`src/rtl/alu_issue_ctrl.sv`:
```
// alu_issue_ctrl: issue stage in front of a 2-bit combinational ALU.
// Requests are queued in a small FIFO. The head request drives the ALU, and the
// ALU result is captured into a valid/ready output register. A carry/borrow flag
// is kept so that chained add/sub requests can use it as their carry-in.
//
// Handshake rules, on both sides: a transfer happens on a rising clk edge where
// valid & ready are both high. A producer keeps valid and its data stable until
// that transfer. ready may depend combinationally on state, but never on valid.
module alu_issue_ctrl #(
    parameter int DEPTH = 4
) (
    input  logic       clk,
    input  logic       rst,
    input  logic       in_valid,
    output logic       in_ready,
    input  logic [1:0] in_a,
    input  logic [1:0] in_b,
    input  logic [2:0] in_op,
    input  logic       in_use_c,
    output logic [1:0] alu_a,
    output logic [1:0] alu_b,
    output logic       alu_cin,
    output logic [2:0] alu_control,
    input  logic [3:0] alu_result,
    output logic       out_valid,
    input  logic       out_ready,
    output logic [3:0] out_result,
    output logic [2:0] out_op,
    output logic       carry_flag
);

    localparam int AW = $clog2(DEPTH);
    localparam int CW = AW + 1;

    localparam logic [2:0] OP_ADD = 3'b100;
    localparam logic [2:0] OP_SUB = 3'b101;

    typedef struct packed {
        logic       use_c;
        logic [2:0] op;
        logic [1:0] b;
        logic [1:0] a;
    } req_t;

    req_t          mem_q [DEPTH];
    logic [AW-1:0] wr_ptr_q, wr_ptr_d;
    logic [AW-1:0] rd_ptr_q, rd_ptr_d;
    logic [CW-1:0] count_q, count_d;
    logic          out_valid_q, out_valid_d;
    logic [3:0]    out_result_q, out_result_d;
    logic [2:0]    out_op_q, out_op_d;
    logic          carry_q, carry_d;

    logic full;
    logic empty;
    logic push;
    logic pop;
    req_t head;
    req_t req_in;

    assign full   = (count_q == CW'(DEPTH));
    assign empty  = (count_q == '0);
    assign head   = mem_q[rd_ptr_q];
    assign req_in = '{use_c: in_use_c, op: in_op, b: in_b, a: in_a};

    // No push while full, even if a pop frees a slot in the same cycle.
    assign in_ready = ~full & ~rst;
    assign push     = in_valid & in_ready;
    // Issue whenever there is a head and the output register is free or draining.
    assign pop      = ~empty & (~out_valid_q | out_ready);

    // Head request drives the ALU; an empty queue drives all zeros.
    always_comb begin
        alu_a       = '0;
        alu_b       = '0;
        alu_cin     = 1'b0;
        alu_control = '0;
        if (!empty) begin
            alu_a       = head.a;
            alu_b       = head.b;
            alu_cin     = head.use_c & carry_q;
            alu_control = head.op;
        end
    end

    // Next-state for pointers, occupancy, output register and carry flag.
    always_comb begin
        wr_ptr_d     = wr_ptr_q;
        rd_ptr_d     = rd_ptr_q;
        count_d      = count_q;
        out_valid_d  = out_valid_q;
        out_result_d = out_result_q;
        out_op_d     = out_op_q;
        carry_d      = carry_q;

        if (push) begin
            wr_ptr_d = wr_ptr_q + AW'(1);
        end
        if (pop) begin
            rd_ptr_d = rd_ptr_q + AW'(1);
        end
        case ({push, pop})
            2'b10:   count_d = count_q + CW'(1);
            2'b01:   count_d = count_q - CW'(1);
            default: count_d = count_q;
        endcase

        if (pop) begin
            out_valid_d  = 1'b1;
            out_result_d = alu_result;
            out_op_d     = head.op;
            if (head.op == OP_ADD) begin
                carry_d = alu_result[2];
            end else if (head.op == OP_SUB) begin
                carry_d = alu_result[3];
            end
        end else if (out_valid_q && out_ready) begin
            out_valid_d = 1'b0;
        end
    end

    // Control state registers with synchronous reset.
    always_ff @(posedge clk) begin
        if (rst) begin
            wr_ptr_q     <= '0;
            rd_ptr_q     <= '0;
            count_q      <= '0;
            out_valid_q  <= 1'b0;
            out_result_q <= '0;
            out_op_q     <= '0;
            carry_q      <= 1'b0;
        end else begin
            wr_ptr_q     <= wr_ptr_d;
            rd_ptr_q     <= rd_ptr_d;
            count_q      <= count_d;
            out_valid_q  <= out_valid_d;
            out_result_q <= out_result_d;
            out_op_q     <= out_op_d;
            carry_q      <= carry_d;
        end
    end

    // FIFO storage. It has no reset because the pointers and count define its contents.
    always_ff @(posedge clk) begin
        if (push) begin
            mem_q[wr_ptr_q] <= req_in;
        end
    end

    assign out_valid  = out_valid_q;
    assign out_result = out_result_q;
    assign out_op     = out_op_q;
    assign carry_flag = carry_q;

endmodule

```
`config.mk`:
```
export PLATFORM = sky130hd
export DESIGN_NAME = alu_issue_ctrl
export DESIGN_NICKNAME = d
export VERILOG_FILES = /design/src/rtl/alu_issue_ctrl.sv
export SDC_FILE = /design/constraint.sdc
export NUM_CORES = 1
export LEC_CHECK = 0
export ABC_CLOCK_PERIOD_IN_PS = 3800
export BUFFER_PORTS_ARGS = -buffer_cell sky130_fd_sc_hd__buf_2
export CORE_ASPECT_RATIO = 1.5
export CORE_MARGIN = 2
export CORE_UTILIZATION = 50
export DETAILED_ROUTE_END_ITERATION = 8
export PLACE_DENSITY = 0.8
export SYNTH_ARGS = -nofsm -noshare
export SYNTH_HDL_FRONTEND = slang
export SYNTH_SLANG_ARGS = --single-unit
```
`constraint.sdc`:
```
create_clock -name clk -period 3.8 [get_ports clk]
set_clock_uncertainty 0.1 [all_clocks]
set_input_delay 0.19 -clock clk [delete_from_list [all_inputs] [get_ports clk]]
set_output_delay 0.19 -clock clk [all_outputs]
set_load 0.02 [all_outputs]
```
# Yosys cells after proc, flatten, opt, wreduce, memory -nomap -nowiden
# Memory sizes are Yosys's and may differ from the RTL's. A register that Yosys moved wholly into a read port is not among the register bits.
# Cells that the tools add are included.
[op_classes]
n_mul = 0
div = 0
n_bitwise = 9
magnitude_cmp = 0
eq_ne = 5
mux = 13
n_reduce_logical = 6
n_shift = 0
addsub = 4
[ops]
columns = ["operator", "count"]
rows = [
  ["$eq 3x3->1 const B", 3],
  ["$mux 2", 4],
  ["$mux 1", 7],
  ["$pmux 3 s2", 1],
  ["$reduce_bool 2->1", 3],
  ["$add 2x1->2 const B", 2],
  ["$and 1x1->1", 4],
  ["$not 1->1", 4],
  ["$add 3x1->3 const B", 1],
  ["$logic_not 3->1", 1],
  ["$mux 3", 1],
  ["$sub 3x1->3 const B", 1],
  ["$eq 2x1->1 const B", 1],
  ["$eq 2x2->1 const B", 1],
  ["$reduce_and 2->1", 1],
  ["$logic_and 1x1->1", 1],
  ["$or 1x1->1", 1],
]
[word_totals]
regBits = 16
latch_bits = 0
wordCells = 45
mem_count = 1
out_inout_bits = 18
mem_bits_ro = 0
mem_bits_rw = 32
[mem_list]
columns = ["memory", "depth", "width", "rd", "rd_clocked_by_memory_dff", "wr", "line", "text"]
rows = [
  ["mem_q", 4, 8, 1, 1, 1, "45", "req_t mem_q [DEPTH];"],
]

# Logic depth before layout (Yosys ltp)
# Gate-level depths: netlist (run 1).
[logic_depth]
ltp_word = 6
mapped_depth = 9
depth_no_buf = 9

# Worst setup path after synthesis (run 1)
# OpenSTA, ideal clock, no wires.
[synth_timing]
path_kind = "reg2reg"
start = "register out_valid_q, in the netlist out_valid"
end = "register count_q[2]"
path_stages_with_launch = 9
setup_slack_ps = 1461
setup_ps = 71
path_buffers = 0
required_ps = 3629
period_less_slack_ps = 2339
arrival_ps = 2168
cell_sequence = "dfxtp_1 > nor2b_1 > nor2_2 > ha_1 > inv_1 > fa_1 > xor2_1 > or3_1 > a21oi_1"
[synth_via]
elab_chain_len = 5
word_cells_on_any_way = 7
cone_classes = "eq/ne (2); mux (1); bitwise (3); reduce/logical (1)"
[synth_rtl]
columns = ["item", "line", "text"]
rows = [
  ["from (decl)", "49", "logic out_valid_q, out_valid_d;"],
  ["from (signal assigned)", "136", "out_valid_q <= out_valid_d;"],
  ["$not 1->1 *", "70", "assign pop = ~empty & (~out_valid_q | out_ready);"],
  ["$or 1x1->1 *", "70", ""],
  ["$and 1x1->1 *", "70", ""],
  ["$eq 2x1->1 / $eq 2x2->1 (equally long branches)", "102", "case ({push, pop})"],
  ["$pmux 3 s2 / $reduce_bool 2->1 (equally long branches)", "--", ""],
  ["to (signal assigned)", "135", "count_q <= count_d;"],
  ["to (decl)", "48", "logic [CW-1:0] count_q, count_d;"],
]
# Mark *: on every way between the ends. The rest lies on a longest branch, timed or not.
# A chain may end at the register's enable or synchronous reset.

# Worst setup path after layout (run 1)
[layout_timing]
start = "register count_q[2]"
end = "register count_q[2]"
[layout_via]
elab_chain_len = 6
word_cells_on_any_way = 13
cone_classes = "add/sub (2); eq/ne (3); mux (1); bitwise (5); reduce/logical (2)"
[layout_rtl]
columns = ["item", "line", "text"]
rows = [
  ["$eq 3x3->1", "61", "assign full = (count_q == CW'(DEPTH));"],
  ["$not 1->1", "67", "assign in_ready = ~full & ~rst;"],
  ["$and 1x1->1", "67", ""],
  ["$and 1x1->1", "68", "assign push = in_valid & in_ready;"],
  ["$eq 2x1->1 / $eq 2x2->1 (equally long branches)", "102", ""],
  ["$pmux 3 s2 / $reduce_bool 2->1 (equally long branches)", "--", ""],
]
# Parallel ways exist; a longest one is shown, timed or not.

==> results.md, run 1 <==
* Cell variety after synth at 28
* Layout cell share with drive strength beyond 1 at 0.283
* Number of synthesized register bits at 50
* DR WL/cell at 15.5 um
* Reg2Reg Setup Slack at 1.17 ns
* H-tree Lvls at 2
* Met1 GRT Util at 0.183
* Total number of vias at 1180
* Max Slew Vio Count at 0
* Ys Warns at 0
* DRT iter0 DRCs at 28
* CP cell instances: nor3_2 > buf_4 > nor2_2 > ha_1 > inv_1 > fa_1 > xor2_1 > or3_1 > a21oi_1
* Initial DRT Pass Iterations at 4
* Final ANT Viol Nets at 0
* Core area at 3920 um^2
* Peak VDD IR at 0.508 mV
* Syn nets at 158
* CP max stage delay at 0.46 ns
* NetSw at 0.000620 W
* Clock Pin Slew Worst Setup and Hold Paths at 0.09 ns
* Fillers at 318
* Unrepaired setup endpoints after global routing: false
* Critical path depth at 9
* Pin count of the biggest net entering global routing at 20
* F_max at 380 MHz
* Post-DP HPWL at 2520 um
* Number of diodes at 0
* GR Overflow Total at 0
* CTS tree: done
* Worst-path fanout max at 12
* Worst r2r src: count_q[2]$_SDFFE_PP0P_
* Root buffer cell: clkbuf_8
* Critical R2R Capture: count_q[2]$_SDFFE_PP0P_
* Clk_lat worst skew at 0.30 ns
* Die W at 56.2 um
* Worst min path class: input pin to flop
* Area grow syn2layout at 18.1%
* Post-CTS sizing at 0
* Worst r2r path cells at 9
* Final Cell Area at 2420 um^2
* PD cells at 705 nW/um^2
* FF+latch area at 1320 um^2
* DR vias/cell at 5.24
* Initial Util at 0.522
* First-pass GRT wire length at 5690 um
* Clock Sink Count at 50
* Comb pwr share at 0.384
* Critical path class: flop to flop
* Setup violators final at 0
* Initial antenna violation count at 0
* Worst endpoint data arrival time at 2.77 ns
* Final Wtd Congestion at 0.724
* CP Buf/Inv Count at 2
* DIE HEIGHT at 82.4 um
* Seq/Total Area, Yosys at 0.645
* Tot GR Track Use at 0.168
* Cells after synthesis at 136
* Top Ports at 34
* Average cell area after synthesis at 15.1 um^2
* Setup crit end: count_q[2]$_SDFFE_PP0P_
* Leak Pwr at 0.929 nW
* M2 GR Usage at 0.308
* Status: complete, no violations
* Total die area at 4630 um^2
* CP endpoint kind: flop
* Sw frac at 0.364
* Final WL at 3490 um
* GR Util met3 at 0.0343
* Port bufs at 33
* Fin crit share at 0.692
* Multi-input gate area at 669 um^2
* Clock network fraction of design power at 0.187
* Post-Place Cell Area at 2250 um^2
* Mapped Area at 2050 um^2
* Family with the most delay on the worst path: simple AND/OR/NAND/NOR gates
* Cell-internal power at 0.00109 W
* GR peak layer: met2
* Min Clock Period, post-route at 2.63 ns
* Worst path slowest cell: nor2_2
* Least-Margin Pin Slew at 0.542 ns
* Row cnt at 28
* Max cap viols at 0
* Seq pwr share at 0.429
* Crit path launch: count_q[2]$_SDFFE_PP0P_
* Vias in the first global route at 1215
* Slew margin rel. at 0.638
* Final Hold Fails at 0
* Worst endpoint required time at 3.94 ns
* Num CTS Buffers at 5
* CP Launch Type: flop
* Clock Path Buffers at 2
* DRC at 0
* Fin nets at 201
* Setup TNS at 0 ns
[cells in the final DEF (no fill, tap or decap), drive strengths merged]
master and count:
nor4b 1, nor2 18, a2111oi 1, xor2 2, buf 34, mux2i 9, clkinv 1, nor3 1
nand2 1, a21oi 3, edfxtp 32, xnor2 3, dlygate4sd3 7, a211oi 3, o31ai 1, nor3b 1
ha 5, or3 1, clkbuf 5, fa 1, o21ai 1, nor2b 9, and2b 1, mux4 7
inv 10, and2 4, dfxtp 18
[cell usage after synthesis, drive strengths merged]
| library cell | number | area (um^2) |
|---|---|---|
| a2111oi | 1 | 8.76 |
| a211oi | 3 | 32.5 |
| a21oi | 3 | 15.0 |
| and2 | 4 | 25.0 |
| and2b | 1 | 8.76 |
| buf | 1 | 11.3 |
| clkbuf | 4 | 15.0 |
| dfxtp | 18 | 360 |
| edfxtp | 32 | 961 |
| fa | 1 | 20.0 |
| ha | 5 | 62.6 |
| inv | 8 | 30.0 |
| mux2i | 9 | 90.1 |
| mux4 | 7 | 173 |
| nand2 | 1 | 3.75 |
| nor2 | 18 | 70.1 |
| nor2b | 9 | 56.3 |
| nor3 | 1 | 10.0 |
| nor3b | 1 | 7.51 |
| nor4b | 1 | 23.8 |
| o21ai | 1 | 5.00 |
| o31ai | 1 | 7.51 |
| or3 | 1 | 6.26 |
| xnor2 | 3 | 26.3 |
| xor2 | 2 | 17.5 |
[routing by layer]
metal	routed length, um	share of wire
met1	1340	0.39
met2	1990	0.57
met3	83	0.024
met4	72	0.021
met5	0	0
[state kept, by name, summed over array words and instances, names as in the netlist, named ones only]
| name | flops |
|---|---|
| out_result | 4 |
| count_q | 3 |
| rd_ptr_q | 2 |
| out_op | 3 |
| carry_flag | 1 |
| wr_ptr_q | 2 |
| mem_q | 32 |
| out_valid | 1 |
[worst min-delay path by stage]
stage / startpoint / end / slack [ns] / cells past startpoint
after global placement: in_a[0] / mem_q[0][0]$_DFFE_PP_ / 0.30 / 1
after CTS: in_use_c / mem_q[1][7]$_DFFE_PP_ / 0.003 / 1
after global routing: in_use_c / mem_q[1][7]$_DFFE_PP_ / 0.007 / 1
after floorplan: in_a[0] / mem_q[0][0]$_DFFE_PP_ / 0.19 / 0
final: in_use_c / mem_q[1][7]$_DFFE_PP_ / 0.01 / 1
after detailed placement: in_a[1] / mem_q[2][1]$_DFFE_PP_ / 0.31 / 1
[power groups by stage]
stage,registers (W),clock network [W],logic [W]
finish,0.000732,0.000319,0.000654
global route,0.000747,0.000349,0.000713
CTS,0.000736,0.000328,0.000663
detailed placement,0.000748,0,0.000652
global placement,0.000737,0,0.000627
floorplan,0.000746,0,0.000478
[cell families (layout without fill, tap and decap cells)]
logic type,after synthesis,in the layout,synth area share
DFF,50,50,0.645
and+or+nand+nor,37,37,0.103
muxes,16,16,0.128
buffers and inverters,13,57,0.0275
AOI/OAI and AO/OA,9,9,0.0336
adders and majority gates,6,6,0.0403
xor gates and xnor gates,5,5,0.0214
[through the flow]
step / instances / hold slack [ns] / setup slack [ns] / util / power (W)
3_3_place_gp: 210 / 0.299 / 1.30 / 0.573 / 0.00136
3_5_place_dp: 210 / 0.309 / 1.19 / 0.573 / 0.00140
6_report: 225 / 0.0125 / 1.17 / 0.616 / 0.00171
5_1_grt: 225 / 0.00660 / 1.02 / 0.616 / 0.00181
2_1_floorplan: 136 / 0.189 / 1.46 / - / 0.00122
4_1_cts: 225 / 0.00348 / 1.16 / 0.616 / 0.00173
[what timing repair did]
action	CTS	global route
hold buffers	7	0
setup buffers	0	0
hold endpoints to repair	25	0
[final cells by class]
type                       count  share of cell area
sequential                    50               0.547
timing repair buffer          41               0.100
tap                           45              0.0233
inverter                       8              0.0124
multi-input combinational     73               0.277
clock inverter                 3              0.0119
clock buffer                   5              0.0285
Note: power is estimated with default switching activity, not from simulation.
==> inputs of run 2 (changes only) <==
- ABC_CLOCK_PERIOD_IN_PS: 3800 -> 2400
- CORE_UTILIZATION: 50 -> 49
- PLACE_DENSITY: 0.8 -> 0.82
- clock period: 3.8 -> 2.4 ns (I/O delays scaled with it)
==> run 2 against run 1 <==
The run now ends with negative hold slack left. Largest power group unchanged. Final cell count grew 2.7%. Via count grew 0.51%. Die area grew 1.9%. Setup slack lost 0.95 ns. Critical path type unchanged. Register-to-register slack lost 0.95 ns.
==> results.md, run 2 (synthesis gave the netlist of run 1 again) <==
* Seq pwr share at 0.402 (-0.027)
* Tot GR Track Use at 0.161 (-0.00708)
* Core area at 3990 um^2 (+1.8%)
* Num CTS Buffers at 5 (unchanged)
* Fin nets at 207 (+3.0%)
* DRT iter0 DRCs at 24 (-14%)
* DR vias/cell at 5.13 (-2.1%)
* Critical path class: flop to flop
* Total number of vias at 1186 (+0.51%)
* First-pass GRT wire length at 5750 um (+1.1%)
* Worst path slowest cell: fa_1
* Final Wtd Congestion at 0.693 (-4.3%)
* Area grow syn2layout at 22.5%
* DRC at 0 (unchanged)
* DR WL/cell at 15.2 um (-2.2%)
* M2 GR Usage at 0.278 (-0.0302)
* CP cell instances: nor2_1 > a211oi_2 > inv_1 > ha_1 > inv_1 > fa_1 > xor2_1 > or3_1 > a21oi_1
* Worst r2r path cells at 9 (unchanged)
* Sw frac at 0.332 (-0.0314)
* Critical path depth at 9 (unchanged)
* Row cnt at 28 (unchanged)
* Initial antenna violation count at 0 (unchanged)
* Post-CTS Setup Inserts at 0 (unchanged)
* F_max at 458 MHz (+20%)
* Clock network fraction of design power at 0.232 (+0.045)
* Clock Sink Count at 50 (unchanged)
* Family with the most delay on the worst path: adder cells
* Fin crit share at 0.911 (+0.218)
* Fillers at 320 (+0.63%)
* CP Buf/Inv Count at 2 (unchanged)
* Cell-internal power at 0.00193 W (+78%)
* Initial Util at 0.513 (-0.00915)
* Unrepaired setup endpoints after global routing: false
* GR peak layer: met2
* DIE HEIGHT at 83.2 um (+0.97%)
* Total die area at 4720 um^2 (+1.9%)
* Port bufs at 33 (unchanged)
* Post-CTS sizing at 0 (unchanged)
* Status: complete, but fails checks
* Min Hold Slack at -0.00697 ns (-0.0195 ns)
* Final WL at 3500 um (+0.37%)
* H-tree Lvls at 2 (unchanged)
* NetSw at 0.000962 W (+55%)
* GR Overflow Total at 0 (unchanged)
* Least-Margin Pin Slew at 0.551 ns (+0.00949 ns)
* Top Ports at 34 (unchanged)
* Max Slew Vio Count at 0 (unchanged)
* Final Hold Fails at 1 (+1)
* GR Util met3 at 0.0452 (+0.0109)
* FF+latch area at 1320 um^2 (unchanged)
* Clk_lat worst skew at 0.30 ns (about the same)
* Vias in the first global route at 1231 (+1.3%)
* Die W at 56.8 um (+0.94%)
* Final ANT Viol Nets at 0 (unchanged)
* Setup TNS at 0 ns (unchanged)
* Met1 GRT Util at 0.189 (+0.00664)
* Pin count of the biggest net entering global routing at 20 (unchanged)
* Setup violators final at 0 (unchanged)
* Leak Pwr at 0.971 nW (+4.5%)
* Multi-input gate area at 669 um^2 (unchanged)
* CP endpoint kind: flop
* CTS tree: done
* Worst endpoint required time at 2.52 ns (-1.42 ns)
* Peak VDD IR at 0.932 mV (+84%)
* Comb pwr share at 0.366 (-0.018)
* Max cap viols at 0 (unchanged)
* Clock Pin Slew Worst Setup and Hold Paths at 0.08 ns (about the same)
* PD cells at 1150 nW/um^2 (+64%)
* Most common cell after layout, fill and taps aside: buf_2
* Fin util at 0.628 (+0.0117)
* Critical Path Most Common Cell: inv_1
* Min Clock Period, post-route at 2.19 ns (-0.445 ns)
* Root buffer cell: clkbuf_8
* Failing checks: negative hold slack
* Cts hold-fix bufs at 11 (+4)
* Commonest non-fill, non-tap cells in the layout: 33 x buf_2, 32 x edfxtp_1, 18 x dfxtp_1
* CP Launch Type: flop
* Max reg flops at 32 (unchanged)
* CP max stage delay at 0.38 ns (-0.08 ns)
* Post-DP HPWL at 2450 um (-2.9%)
* Number of cells on the worst hold path at 3 (+2)
* Number of diodes at 0 (unchanged)
* Worst endpoint data arrival time at 2.31 ns (-0.46 ns)
* Clock Path Buffers at 2 (unchanged)
* Layout cell share with drive strength beyond 1 at 0.280 (-0.00376)
* Worst min path class: input pin to flop
* Slew margin rel. at 0.632 (-0.00644)
* Worst-path fanout max at 4 (-8)
* Largest Register: mem_q
* Initial DRT Pass Iterations at 4 (unchanged)
[run 2: cell types whose count changed in the layout (fill, tap and decap cells not counted)]
cell	change
inv_8	-1
dlygate4sd3_1	+4
clkinv_1	+1
clkinv_4	-1
bufinv_16	+2
inv_6	-1
buf_4	+2
[run 2: layout make-up]
type	instances	area share
clock inverters	3	0.0254
well taps	45	0.0225
repair buffers	47	0.119
flip-flops and latches	50	0.527
multi-input cells	73	0.267
clock buffers	5	0.0274
inverters	8	0.0120
[run 2: power by group through the flow]
stage	logic (W)	registers, W	clock network (W)
after floorplan	0.000756	0.00118	0
after detailed placement	0.00105	0.00118	0
after CTS	0.00107	0.00117	0.000678
final	0.00106	0.00116	0.000672
after global routing	0.00115	0.00118	0.000707
after global placement	0.00101	0.00117	0
[run 2: final timing paths]
kind / startpoint / endpoint / slack (ns)
setup reg to reg: count_q[0]$_SDFFE_PP0P_ / count_q[2]$_SDFFE_PP0P_ / 0.21
hold / removal: alu_result[3] / out_result[3]$_SDFFE_PP0P_ / -0.007
setup / recovery: count_q[0]$_SDFFE_PP0P_ / count_q[2]$_SDFFE_PP0P_ / 0.21
hold reg to reg: out_result[0]$_SDFFE_PP0P_ / out_result[0]$_SDFFE_PP0P_ / 0.40
[run 2: tightest hold or removal path: stages]
cell and delay [ns]:
buf_2 0.09, mux2i_1 0.06, nor2_1 0.09
[run 2: per-layer routing]
layer  part of all wire  up-vias  wire length (um)
li1                   -      582                 -
met4              0.014        0                49
met1               0.41      573              1440
met3              0.041        6               143
met5                  0        -                 0
met2               0.53       25              1870
[run 2: stage by stage]
step / total power [W] / hold slack, ns / setup slack [ns] / cells / instance area, um^2
after CTS: 0.00291 / 0.00111 / 0.213 / 231 / 2510
after global routing: 0.00304 / 0.00841 / 0.121 / 231 / 2510
after detailed placement: 0.00223 / 0.241 / 0.281 / 212 / 2260
after global placement: 0.00218 / 0.231 / 0.435 / 212 / 2260
after floorplan: 0.00194 / 0.119 / 0.0606 / 136 / 2050
final: 0.00290 / -0.00697 / 0.214 / 231 / 2510
==> inputs of run 3 (changes only) <==
- ABC_CLOCK_PERIOD_IN_PS: 2400 -> 2250
- CORE_UTILIZATION: 49 -> 50
- PLACE_DENSITY: 0.82 -> 0.8
- clock period: 2.4 -> 2.25 ns (I/O delays scaled with it)
==> run 3 against run 2 <==
Largest cell class unchanged. First-iteration DRC count is 17% lower. Utilization is 1.4 points higher. Via count is 2.7% higher. Global-route usage is 0.66 points higher. Combinational power is 12% higher. The run now ends clean. Sequential power is 5% higher. Fmax is 1.7% higher. Die area is 1.9% lower. Register-to-register slack worse by 0.11 ns. Critical path depth stayed put. Design area is 0.40% higher. Flip-flop and latch count stayed put.
==> results.md, run 3 (synthesis gave the netlist of run 1 again) <==
* Status: complete, no violations
* Setup TNS at 0 ns (unchanged)
* Reg2Reg Setup Slack at 0.10 ns (-0.11 ns)
* Post-CTS Setup Inserts at 0 (unchanged)
* Vias in the first global route at 1238 (+0.57%)
* Fin nets at 210 (+1.4%)
* Max Slew Vio Count at 0 (unchanged)
* DRT iter0 DRCs at 20 (-17%)
* Clock Sink Count at 50 (unchanged)
* DIE HEIGHT at 82.4 um (-0.96%)
* Initial antenna violation count at 0 (unchanged)
* Worst min path class: input pin to flop
* Least-Margin Pin Slew at 0.494 ns (-0.0580 ns)
* CTS tree: done
* Total die area at 4630 um^2 (-1.9%)
* Worst r2r path cells at 9 (unchanged)
* Fillers at 300 (-6.3%)
* Final WL at 3620 um (+3.4%)
* Port bufs at 33 (unchanged)
* Die W at 56.2 um (-0.93%)
* Layout cell share with drive strength beyond 1 at 0.291 (+0.0114)
* Sw frac at 0.344 (+0.0115)
* GR Overflow Total at 0 (unchanged)
* Unrepaired setup endpoints after global routing: false
* Total number of vias at 1218 (+2.7%)
* Comb pwr share at 0.395 (+0.029)
* Worst slack, placed at 0.0677 ns (-0.213 ns)
* Number of cells on the worst hold path at 4 (+1)
* Min Clock Period, post-route at 2.15 ns (-0.0368 ns)
* GR Util met3 at 0.0358 (-0.00935)
* Final Hold Fails at 0 (-1)
* FF+latch area at 1320 um^2 (unchanged)
* Max cap viols at 0 (unchanged)
* Slew margin rel. at 0.670 (+0.0385)
* Tot GR Track Use at 0.168 (+0.00657)
* Cell-internal power at 0.00198 W (+2.2%)
* Initial DRT Pass Iterations at 4 (unchanged)
* Max reg flops at 32 (unchanged)
* Initial Util at 0.522 (+0.00915)
* Worst endpoint data arrival time at 2.28 ns (-0.03 ns)
* Hold path startpoint: out_ready
* PD cells at 1200 nW/um^2 (+3.6%)
* Critical R2R Capture: count_q[2]$_SDFFE_PP0P_
* DR vias/cell at 5.21 (+1.4%)
* Final Wtd Congestion at 0.701 (+1.2%)
* GR peak layer: met2
* CP endpoint kind: flop
* Number of diodes at 0 (unchanged)
* Leak Pwr at 0.973 nW (+0.13%)
* NetSw at 0.00104 W (+7.6%)
* Min Hold Slack at 0.100 ns (+0.107 ns)
* WHS Endpoint: out_valid$_SDFFE_PP0P_
* Largest Register: mem_q
* Worst-path fanout max at 4 (unchanged)
* Row cnt at 28 (unchanged)
* Root buffer cell: clkbuf_8
* Commonest non-fill, non-tap cells in the layout: 33 x buf_2, 32 x edfxtp_1, 18 x dfxtp_1
* Core area at 3920 um^2 (-1.8%)
* Fin worst setup slack at 0.101 ns (-0.113 ns)
* Clock Path Buffers at 2 (unchanged)
* H-tree Lvls at 2 (unchanged)
* Worst endpoint required time at 2.38 ns (-0.14 ns)
* Multi-input gate area at 677 um^2 (+1.1%)
* Top Ports at 34 (unchanged)
* First-pass GRT wire length at 5680 um (-1.2%)
* DR WL/cell at 15.5 um (+2.0%)
* Final ANT Viol Nets at 0 (unchanged)
* CP Launch Type: flop
* Clock network fraction of design power at 0.201 (-0.031)
* Met1 GRT Util at 0.175 (-0.0146)
* Clk_lat worst skew at 0.30 ns (about the same)
* Seq pwr share at 0.404 (+0.002)
* Post-DP HPWL at 2590 um (+5.6%)
* Worst r2r src: count_q[0]$_SDFFE_PP0P_
* Critical path class: flop to flop
* Clock Pin Slew Worst Setup and Hold Paths at 0.09 ns (about the same)
* Area grow syn2layout at 23.0%
* F_max at 465 MHz (+1.7%)
* Fin crit share at 0.955 (+0.0443)
* DRC at 0 (unchanged)
* Most common cell after layout, fill and taps aside: buf_2
* M2 GR Usage at 0.314 (+0.0361)
* Peak VDD IR at 1.01 mV (+7.8%)
* Setup violators final at 0 (unchanged)
* Pin count of the biggest net entering global routing at 19 (-5.0%)
* Num CTS Buffers at 5 (unchanged)
run 3: changes by cell type in the layout (fill, tap and decap cells not counted), sizes merged:
| cell | previous run | this run |
|---|---|---|
| clkbuf | 5 | 6 |
| bufinv | 2 | 1 |
| buf | 36 | 38 |
| dlygate4sd3 | 11 | 12 |
| clkinvlp | 0 | 1 |
| clkinv | 1 | 0 |
run 3: how the worst max path moves through the flow:
stage	startpoint	to	cells after the start
after CTS	count_q[0]$_SDFFE_PP0P_	count_q[2]$_SDFFE_PP0P_	9
after global routing	count_q[0]$_SDFFE_PP0P_	count_q[2]$_SDFFE_PP0P_	9
after floorplan	out_valid$_SDFFE_PP0P_	count_q[2]$_SDFFE_PP0P_	8
final	count_q[0]$_SDFFE_PP0P_	count_q[2]$_SDFFE_PP0P_	9
after global placement	count_q[0]$_SDFFE_PP0P_	count_q[2]$_SDFFE_PP0P_	9
after detailed placement	count_q[0]$_SDFFE_PP0P_	count_q[2]$_SDFFE_PP0P_	9
run 3: stage by stage:
stage | cells | util | instance area [um^2] | power [W]
finish | 234 | 0.642 | 2520 | 0.00301
global route | 234 | 0.642 | 2520 | 0.00317
CTS | 234 | 0.641 | 2510 | 0.00304
detailed placement | 214 | 0.582 | 2280 | 0.00242
global placement | 214 | 0.582 | 2280 | 0.00235
floorplan | 136 | - | 2050 | 0.00208
run 3: area by class of cell:
cell class                      count  area share
Inverter                            8      0.0119
Clock buffer                        6      0.0288
Tap cell                           45      0.0224
Timing Repair Buffer               50       0.128
Clock inverter                      2      0.0149
Multi-Input combinational cell     73       0.269
Sequential cell                    50       0.525
run 3: power groups by stage:
stage	clock (W)	combinational, W	sequential [W]
3_3_place_gp	0	0.00113	0.00122
4_1_cts	0.000617	0.00121	0.00122
3_5_place_dp	0	0.00119	0.00124
6_report	0.000607	0.00119	0.00122
5_1_grt	0.000650	0.00129	0.00123
2_1_floorplan	0	0.000819	0.00126
run 3: critical path, stage by stage, from the launching register on:
cell      delay (ns)
dfxtp_1         0.37
nor2_2          0.18
a211oi_2        0.11
inv_1           0.08
ha_1            0.18
inv_1           0.06
fa_1            0.38
xor2_1          0.16
or3_1           0.32
a21oi_1         0.16
run 3: timing repair:
| action | 4_1_cts | 5_1_grt |
|---|---|---|
| gates resized for setup | 0 | 1 |
| endpoints found under the hold margin | 36 | 0 |
| hold buffers | 12 | 0 |
| setup endpoints to repair | 0 | 1 |
run 3: routing by layer:
metal / wire (um) / up-vias / share of wire
met2: 2030 / 22 / 0.56
met4: 93 / 0 / 0.026
met1: 1400 / 596 / 0.39
met3: 94 / 9 / 0.026
met5: 0 / - / 0
li1: - / 591 / -
